## config.mk

```make
export PLATFORM = sky130hd
export DESIGN_NAME = if_fetch_unit
export DESIGN_NICKNAME = d
export VERILOG_FILES = /design/src/rtl/if_fetch_unit.sv
export SDC_FILE = /design/constraint.sdc
export NUM_CORES = 1
export LEC_CHECK = 0
export BUFFER_PORTS_ARGS = -buffer_cell sky130_fd_sc_hd__buf_4
export CORE_MARGIN = 2
export CORE_UTILIZATION = 40
export CTS_BUF_LIST = sky130_fd_sc_hd__clkbuf_16
export DETAILED_ROUTE_END_ITERATION = 16
export MAX_ROUTING_LAYER = met4
export PLACE_DENSITY = 0.59
export SYNTH_ARGS = -nofsm -noshare
export SYNTH_HDL_FRONTEND = slang
export SYNTH_SLANG_ARGS = --single-unit
```

## constraint.sdc

```tcl
create_clock -name clk -period 11.1 [get_ports clk]
set_input_delay 1.11 -clock clk [delete_from_list [all_inputs] [get_ports clk]]
set_output_delay 1.11 -clock clk [all_outputs]
set_load 0.005 [all_outputs]
```

## src/rtl/if_fetch_unit.sv

```systemverilog
// rtl/if_fetch_unit.sv - instruction-fetch stage with credit-limited imem requests and a small output FIFO
//
// Purpose:
//   Holds the fetch PC and issues in-order requests to instruction memory over a
//   req/gnt/rvalid handshake. Returned words are buffered in a BUF_DEPTH-entry FIFO
//   and presented to the IF/ID register as {instruction, PC+4}. A redirect flushes
//   the FIFO and discards every word still in flight.
//
// Ports:
//   clk, rst           rising-edge clock, synchronous active-high reset
//   stall              ID cannot accept this cycle: hold outputs, no pop
//   redirect_valid     taken branch/jump this cycle
//   redirect_pc        redirect target (word aligned)
//   imem_req           fetch request valid
//   imem_addr          fetch address
//   imem_gnt           request accepted this cycle
//   imem_rvalid        in-order response valid
//   imem_rdata         response word
//   instruction        head word to IF/ID (0 when if_valid=0)
//   instru_addr_plus4  PC of head word + 4 (0 when if_valid=0)
//   if_valid           instruction/instru_addr_plus4 are valid

module if_fetch_unit #(
    parameter logic [31:0] RESET_PC  = 32'h0040_0000,
    parameter int unsigned BUF_DEPTH = 2
) (
    input  logic        clk,
    input  logic        rst,
    input  logic        stall,
    input  logic        redirect_valid,
    input  logic [31:0] redirect_pc,
    output logic        imem_req,
    output logic [31:0] imem_addr,
    input  logic        imem_gnt,
    input  logic        imem_rvalid,
    input  logic [31:0] imem_rdata,
    output logic [31:0] instruction,
    output logic [31:0] instru_addr_plus4,
    output logic        if_valid
);

    localparam int unsigned CNT_W = $clog2(BUF_DEPTH + 1);
    localparam int unsigned PTR_W = (BUF_DEPTH > 1) ? $clog2(BUF_DEPTH) : 1;
    localparam logic [CNT_W:0]   DEPTH_EXT = (CNT_W + 1)'(BUF_DEPTH);
    localparam logic [PTR_W-1:0] LAST_PTR  = PTR_W'(BUF_DEPTH - 1);

    logic [31:0]      fetch_pc;
    logic [31:0]      resp_pc;
    logic [CNT_W-1:0] outstanding;
    logic [CNT_W-1:0] drop_cnt;
    logic [CNT_W-1:0] count;
    logic [PTR_W-1:0] rd_ptr;
    logic [PTR_W-1:0] wr_ptr;
    logic [31:0]      buf_word [BUF_DEPTH];
    logic [31:0]      buf_pc   [BUF_DEPTH];

    logic [CNT_W:0]   credit_sum;
    logic             issue;
    logic             resp;
    logic             drop;
    logic             push;
    logic             pop;
    logic [CNT_W-1:0] in_flight_after;

    function automatic logic [PTR_W-1:0] ptr_inc(input logic [PTR_W-1:0] p);
        return (p == LAST_PTR) ? '0 : p + PTR_W'(1);
    endfunction

    // Every word either sits in the FIFO or is still in flight, so the sum of
    // the two bounds FIFO occupancy: a granted request always has a slot.
    always_comb begin
        credit_sum = {1'b0, outstanding} + {1'b0, count};
        imem_req   = !rst && !redirect_valid && (credit_sum < DEPTH_EXT);
        imem_addr  = fetch_pc;
        issue      = imem_req && imem_gnt;

        // A response with nothing in flight is a protocol error and is ignored.
        resp       = imem_rvalid && (outstanding != '0);
        drop       = resp && (drop_cnt != '0);
        push       = resp && !drop && !redirect_valid;

        if_valid          = !rst && (count != '0);
        pop               = if_valid && !stall && !redirect_valid;
        instruction       = if_valid ? buf_word[rd_ptr] : 32'h0;
        instru_addr_plus4 = if_valid ? (buf_pc[rd_ptr] + 32'd4) : 32'h0;

        in_flight_after   = outstanding - CNT_W'(resp);
    end

    always_ff @(posedge clk) begin
        if (rst) begin
            fetch_pc    <= RESET_PC;
            resp_pc     <= RESET_PC;
            outstanding <= '0;
            drop_cnt    <= '0;
            count       <= '0;
            rd_ptr      <= '0;
            wr_ptr      <= '0;
        end else if (redirect_valid) begin
            // Every request still in flight after this cycle belongs to the old
            // path, including any already marked for dropping, so the drop count
            // is simply what remains outstanding. The rvalid word of this cycle
            // is consumed and discarded here.
            fetch_pc    <= redirect_pc;
            resp_pc     <= redirect_pc;
            outstanding <= in_flight_after;
            drop_cnt    <= in_flight_after;
            count       <= '0;
            rd_ptr      <= '0;
            wr_ptr      <= '0;
        end else begin
            if (issue) begin
                fetch_pc <= fetch_pc + 32'd4;
            end
            outstanding <= outstanding + CNT_W'(issue) - CNT_W'(resp);
            if (drop) begin
                drop_cnt <= drop_cnt - CNT_W'(1);
            end
            if (push) begin
                resp_pc <= resp_pc + 32'd4;
                wr_ptr  <= ptr_inc(wr_ptr);
            end
            if (pop) begin
                rd_ptr <= ptr_inc(rd_ptr);
            end
            count <= count + CNT_W'(push) - CNT_W'(pop);
        end
    end

    // FIFO storage needs no reset: count gates every read.
    always_ff @(posedge clk) begin
        if (!rst && push) begin
            buf_word[wr_ptr] <= imem_rdata;
            buf_pc[wr_ptr]   <= resp_pc;
        end
    end

endmodule
```

[After elaboration in Yosys (flattened, before gate mapping)]
Memory sizes are Yosys's and may differ from the RTL's. A register that Yosys moved wholly into a read port is not among the register bits.
Index checks and enable logic that the tools add are counted.
Storage, ports and cells
  logic and storage cells: 61
  memory bits (writable): 128
  flip-flop bits (word level): 72
  output and inout bits: 98
  input bits: 70
  memories kept: 2
Memory list
  buf_pc: words 2, bits a word 32, rd ports 1, clocked after Yosys merged registers in 1, wr ports 1, RTL line 55  | logic [31:0] buf_pc [BUF_DEPTH];
  buf_word: words 2, bits a word 32, rd ports 1, clocked after Yosys merged registers in 1, wr ports 1, RTL line 54  | logic [31:0] buf_word [BUF_DEPTH];
Cells by class
  mux-type cells: 17
  magnitude comparators: 1
  reduce and logical (&&, ||, !) cells: 22
  $add $sub $neg: 12
Operators with widths (number)
  $mux 32: 6
  $add 32x3->32 const B: 3
  $reduce_bool 2->1: 6
  $logic_and 1x1->1: 11
  $mux 1: 8
  $mux 2: 3
  $sub 2x1->2: 3
  $add 2x1->2: 2
  $logic_not 1->1: 4
  $add 2x2->3: 1
  $lt 3x2->1 const B: 1
  $add 1x1->1 const B: 2
  $reduce_or 2->1: 1
  $sub 2x1->2 const B: 1

[Logic depth before layout (Yosys ltp)]
Gate-level depths: netlist of run 1.
  depth in word-level cells: 9
  gate-level depth with buffers: 14
  mapped depth without buffers: 12

[Worst setup path before layout of run 1]
Ideal clock, no wire load.
  path type: input -> register
  from: input port rst
  to: memory buf_pc[0][0], enable pin
  path slack: 4.368 ns
  data required time: 10.535 ns
  stages: 5
  data arrival time: 6.167 ns
  path buffers: 3
  library setup time: 0.565 ns
  cell sequence: buf_2 -> or2_1 -> buf_2 -> buf_1 -> nor3_1
On the way
  word-level cells in the longest chain between the ends: 4
RTL lines
  from (decl): RTL line 28  | input logic rst,
  $logic_not 1->1: RTL line 132  | if (!rst && push) begin
  $logic_and 1x1->1: RTL line 132
  $mux 1: RTL line 132
  $mux 1 (not written as such): RTL line 134  | buf_pc[wr_ptr] <= resp_pc;
  to (decl): RTL line 55
No other way between the ends.

==> flow_summary.json, run 1 <==
{
  "async_flop_share_pct": 0,
  "first_pass_iters": 4,
  "multi_input_area_um2": 3960,
  "gr-usage-met3_pct": 2.95,
  "synth_area_um2": 9580,
  "grt_antenna_before_repair": 0,
  "hp-class": "register to register",
  "drv_cap": 0,
  "cp_data_arrival_time_ps": 4080,
  "grt_first_pass_wirelength_mm": 35.7,
  "grt_most_used_layer": "met2",
  "leakage_nw": 4.31,
  "total_power_w": 0.00174,
  "fmax_ghz": 0.193,
  "ys_ff_latch": 201,
  "port_buffers": 167,
  "drt-initial-drc-count": 345,
  "postCtsSetupBuffers": 0,
  "synth.avg_cell_area_um2": 11.2,
  "dieArea_um2": 25200,
  "rsz0062_at_grt": "false",
  "fillers": 2170,
  "htreeDepth": 1,
  "final_nets": 1092,
  "vias": 7001,
  "timing.final.ws_setup_ps": 5910,
  "post-place-cells": 1306,
  "skew_ps": 16.4,
  "yosys.cell_count.top_type": "edfxtp_1",
  "synth.area.top_cells": "edfxtp_1 (40%), dfxtp_1 (15%), mux2i_1 (5.5%), xnor2_1 (3.2%), nor2_1 (3.1%)",
  "wl_per_cell_um": 16.6,
  "track_usage_pct": 17.8,
  "slew_viol_final": 0,
  "area_growth_pct": 23.5,
  "drc": 0,
  "dp_hpwl_mm": 15.3,
  "clk_latency_ps": 500,
  "viasPerCell": 5.20,
  "yosys_most_used_dff": "edfxtp_1",
  "die-height_um": 159,
  "antenna_cells": 0,
  "place.gp.congestion": 0.811,
  "synth-edff-count": 128,
  "ys_top_cells_by_count": "edfxtp_1 (128), nor2_1 (79), dfxtp_1 (73)",
  "yosysSeqAreaShare_pct": 55.4,
  "grt.met2_usage_pct": 26.4,
  "setup_viol_count_final": 0,
  "fin_crit_sh_pct": 46.8,
  "ant_nets": 0,
  "cts_tree": "yes",
  "die_w_um": 159,
  "synth_top_area_share_pct": 40.1,
  "cp_max_fo": 65,
  "fin_crit_ps": 5190,
  "gr-usage-met1_pct": 25.3,
  "grt-ovfl-total": 0,
  "startpoint_type": "register",
  "clock_path_buffers": 3,
  "yosys_warnings": 0,
  "ctsHoldBuffers": 0,
  "path_clk_slew_ps": 60,
  "synth.distinct_cells": 69,
  "drive_gt1_share_pct": 23.2,
  "cts_buffers": 23,
  "pin_count": 168,
  "endpoint_kind": "primary output",
  "cts_root_buf": "clkbuf_16",
  "ir_drop_mv": 0.0746,
  "synth_nets": 936,
  "regArea_um2": 5310,
  "grt_pass1_vias": 6689,
  "powerDensity_nw_per_um2": 147,
  "cp.required_ps": 9990,
  "cts_sinks": 201,
  "grt_max_degree": 66,
  "hold_viol": 0,
  "syn_inst": 856,
  "worstSetupPathType": "register to primary output",
  "fp.coreArea_um2": 23500,
  "status": "completed",
  "yosys.area.top_type": "edfxtp_1",
  "tns_ps": 0,
  "instances_no_fill": 1347,
  "start_util_pct": 40.8,
  "drt-total-wl_mm": 22.3,
  "num_rows": 56,
  "slew-limit-headroom_pct": 37.8,
  "tightest_slew_ps": 934,
  "place_ws_ps": 6410,
  "cts_resized": 0
}
==> path summary, 6_finish.rpt <==
path                       start  slack [ps]                     to  cells after the start
setup / recovery        register        5910  instru_addr_plus4[31]                      7
hold / removal      imem_addr[0]         460           imem_addr[0]                      2
setup reg to reg  outstanding[0]        7600         outstanding[1]                     12
hold reg to reg     imem_addr[0]         460           imem_addr[0]                      2
==> worst max-delay path: stages, from the launching register on <==
cell       delay (ps)
dfxtp_4           580
buf_4             770
and3_1            300
a2bb2oi_1         730
nand4_2           420
or4b_1            570
nand2_1            80
buf_4             100
==> stage by stage <==
stage	cell area (µm²)	hold slack (ps)	util (%)
floorplan	9580	425	-
global placement	11100	435	47.3
detailed placement	11100	446	47.3
CTS	11800	466	50.4
global route	11800	489	50.4
finish	11800	461	50.4
==> flip-flops by register name, summed over array words and instances (netlist names), named ones only <==
signal	count
outstanding	2
resp_pc	32
drop_cnt	2
wr_ptr	1
imem_addr	32
buf_word	64
rd_ptr	1
count	2
buf_pc	64
==> per-layer routing <==
layer	vias to the layer above	share of wire [%]
met3	31	5.1
met5	-	0
met4	0	1.7
met2	183	43
li1	3492	-
met1	3295	50
==> placed cells by master, fill, tap and decap left out, types with 24 or more instances in the layout <==
cell and instances:
xnor2_1 35, buf_4 174, nor2_1 79, inv_1 36, nand2_1 53, clkbuf_16 24, xor2_1 29, edfxtp_1 128
mux2i_1 53, dfxtp_1 72, nand3_1 33, nand4_1 39, a21boi_0 24, a21oi_1 35
==> area by class of cell <==
class                   instances  share of cell area, %
inverters                      31                  0.984
clock buffers                  24                   5.08
repair buffers                174                   11.0
clock inverters                17                   1.11
well taps                     319                   3.37
flip-flops and latches        201                   44.9
multi-input cells             581                   33.5
==> kinds of logic (layout without fill, tap and decap cells) <==
logic type               count (synthesis)  after routing  synth area share, %
multiplexers                            65             65                 6.99
buffers and inverters                   74            246                 3.34
AO/OA/AOI/OAI                          141            141                 10.0
XOR/XNOR                                64             64                 5.85
adder cells (fa/ha/maj)                 10             10                 1.38
flip-flops                             201            201                 55.4
AND/OR/NAND/NOR                        301            301                 17.0
==> power by group <==
part	switching [W]	internal [W]
registers	0.0000321	0.000828
clock network	0.000286	0.000436
logic	0.0000813	0.0000736
total	0.000400	0.00134
(Power assumes the default switching activity.)
==> inputs of run 2 (changes only) <==
==> constraint.sdc (replaced) <==
create_clock -name clk -period 5.3 [get_ports clk]
set_input_delay 0.53 -clock clk [delete_from_list [all_inputs] [get_ports clk]]
set_output_delay 0.53 -clock clk [all_outputs]
set_load 0.005 [all_outputs]
==> run 2 against run 1 <==
Effect of this change:
- clock-buffer cell count down 1
- design area increased by 0.37%
- clock skew fell by 2.6 ps
- largest power group unchanged
- non-clock buffer count up 1
- sequential cell count did not move
- core utilization rose by 0.19 points
==> flow_summary.json, run 2 (synthesis results as in run 1) <==
{
  "worstSetupPathType": "register to primary output",
  "tns_ps": 0,
  "cts_resized": 0,
  "start_util_pct": 40.8,
  "cp.required_ps": 4770,
  "leakage_nw": 4.33,
  "rsz0062_at_grt": "false",
  "track_usage_pct": 18.4,
  "htreeDepth": 1,
  "drv_cap": 0,
  "drt-initial-drc-count": 302,
  "tightest_slew_ps": 899,
  "crit_chain": "buf_4 -> mux2i_1 -> a211oi_1 -> buf_4 -> and4_1 -> nand3b_1 -> a221oi_1 -> buf_4",
  "final_nets": 1093,
  "pin_count": 168,
  "cts_buffers": 23,
  "whs_path_depth": 1,
  "viasPerCell": 5.14,
  "dp_hpwl_mm": 15.6,
  "cp_data_arrival_time_ps": 3400,
  "cell_internal_pwr_w": 0.00287,
  "min_to": "buf_word[1][3]",
  "skew_ps": 13.8,
  "clockPowerShare_pct": 42.8,
  "fp.coreArea_um2": 23500,
  "path_clk_slew_ps": 60,
  "endpoint_kind": "primary output",
  "fin_crit_ps": 3930,
  "area_growth_pct": 23.9,
  "clock_path_buffers": 3,
  "cts_tree": "yes",
  "dieArea_um2": 25200,
  "antenna_cells": 0,
  "reg2reg_to": "outstanding[1]",
  "cpMostUsedCell": "buf_4",
  "cts_sinks": 201,
  "ant_nets": 0,
  "cp_max_fo": 69,
  "combPwrFrac_pct": 8.7,
  "r2r_start": "outstanding[0]",
  "grt_antenna_before_repair": 0,
  "grt-ovfl-total": 0,
  "ir_drop_mv": 0.223,
  "critPathSlowestCell": "dfxtp_4",
  "die_w_um": 159,
  "pwr-share-seq_pct": 48.5,
  "swShare_pct": 22.7,
  "total_power_w": 0.00372,
  "place.gp.congestion": 0.824,
  "crit_path_max_incr_delay_ps": 930,
  "vias": 6938,
  "wl_per_cell_um": 16.7,
  "slew-limit-headroom_pct": 40.1,
  "die-height_um": 159,
  "grt_max_degree": 70,
  "fmax_ghz": 0.254,
  "startpoint_type": "register",
  "post-route-util_pct": 50.6,
  "first_pass_iters": 5,
  "powerDensity_nw_per_um2": 313,
  "layout_commonest_cell": "buf_4",
  "ctsHoldBuffers": 0,
  "p_sw_w": 0.000845,
  "rrSetupSlack_ps": 1910,
  "grt_pass1_vias": 6883,
  "hp-class": "input port to register",
  "clk_latency_ps": 510,
  "postCtsSetupBuffers": 0,
  "setup_viol_count_final": 0,
  "port_buffers": 167,
  "hold_viol": 0,
  "rr_worst_depth": 12,
  "holdCritStartpoint": "imem_rdata[3]",
  "slew_viol_final": 0,
  "top_regs": "buf_pc: 64 flops, buf_word: 64 flops",
  "final_cell_mix": "buf_4 (175), edfxtp_1 (128), nor2_1 (79)",
  "fin_crit_sh_pct": 74.2,
  "drc": 0,
  "drive_gt1_share_pct": 23.3,
  "num_rows": 56,
  "status": "completed",
  "drt-total-wl_mm": 22.5,
  "cts_root_buf": "clkbuf_16",
  "grt_first_pass_wirelength_mm": 36.8
}
-- run 2: cell count changes in the layout (fill, tap and decap cells not counted), sizes merged --
| cell | change |
|---|---|
| buf | +1 |
| bufinv | +2 |
| clkinv | +1 |
| clkbuf | -1 |
| clkinvlp | -1 |
-- run 2: worst max-delay path by stage --
stage                  start                    end  slack [ps]  cells past startpoint
CTS                 register  instru_addr_plus4[22]        1310                      8
finish              register  instru_addr_plus4[22]        1370                      8
global placement    register  instru_addr_plus4[22]        1860                      8
floorplan                rst           buf_pc[0][0]        -850                      5
global route        register  instru_addr_plus4[22]        1150                      8
detailed placement  register  instru_addr_plus4[22]        1850                      8
-- run 2: metal layers --
metal	routed length [µm]	share of wire (%)	track usage (%)
met4	367	1.6	3.84
met3	1120	5.0	2.69
met2	9840	44	28.4
met1	11200	50	25.8
met5	0	0	-
-- run 2: per-stage QoR --
step | instance area, µm² | instances | setup slack (ps) | hold slack, ps
2_1_floorplan | 9580 | 856 | -852 | 425
3_3_place_gp | 11100 | 1307 | 1860 | 435
3_5_place_dp | 11100 | 1307 | 1850 | 446
4_1_cts | 11900 | 1349 | 1310 | 187
5_1_grt | 11900 | 1349 | 1150 | 183
6_report | 11900 | 1349 | 1370 | 202
-- run 2: layout make-up --
type	instances	area [µm²]
fillers	2163	11600
flip-flops and latches	201	5310
multi-input cells	581	3960
repair buffers	175	1310
clock buffers	23	576
well taps	319	399
clock inverters	19	193
inverters	31	116
-- run 2: worst max-delay path: cells and delay by family (launching register included) --
kind                   cells  cell delay [ps]
buffers and inverters      3              870
AO/OA/AOI/OAI              2              520
AND/OR/NAND/NOR            2              380
flip-flops                 1              930
multiplexers               1              160
-- run 2: power by group through the flow --
stage	combinational, W	sequential (W)	clock (W)
final	0.000323	0.00180	0.00159
after CTS	0.000329	0.00180	0.00163
after global placement	0.000326	0.00183	0
after global routing	0.000365	0.00181	0.00169
after detailed placement	0.000327	0.00183	0
after floorplan	0.000199	0.00182	0
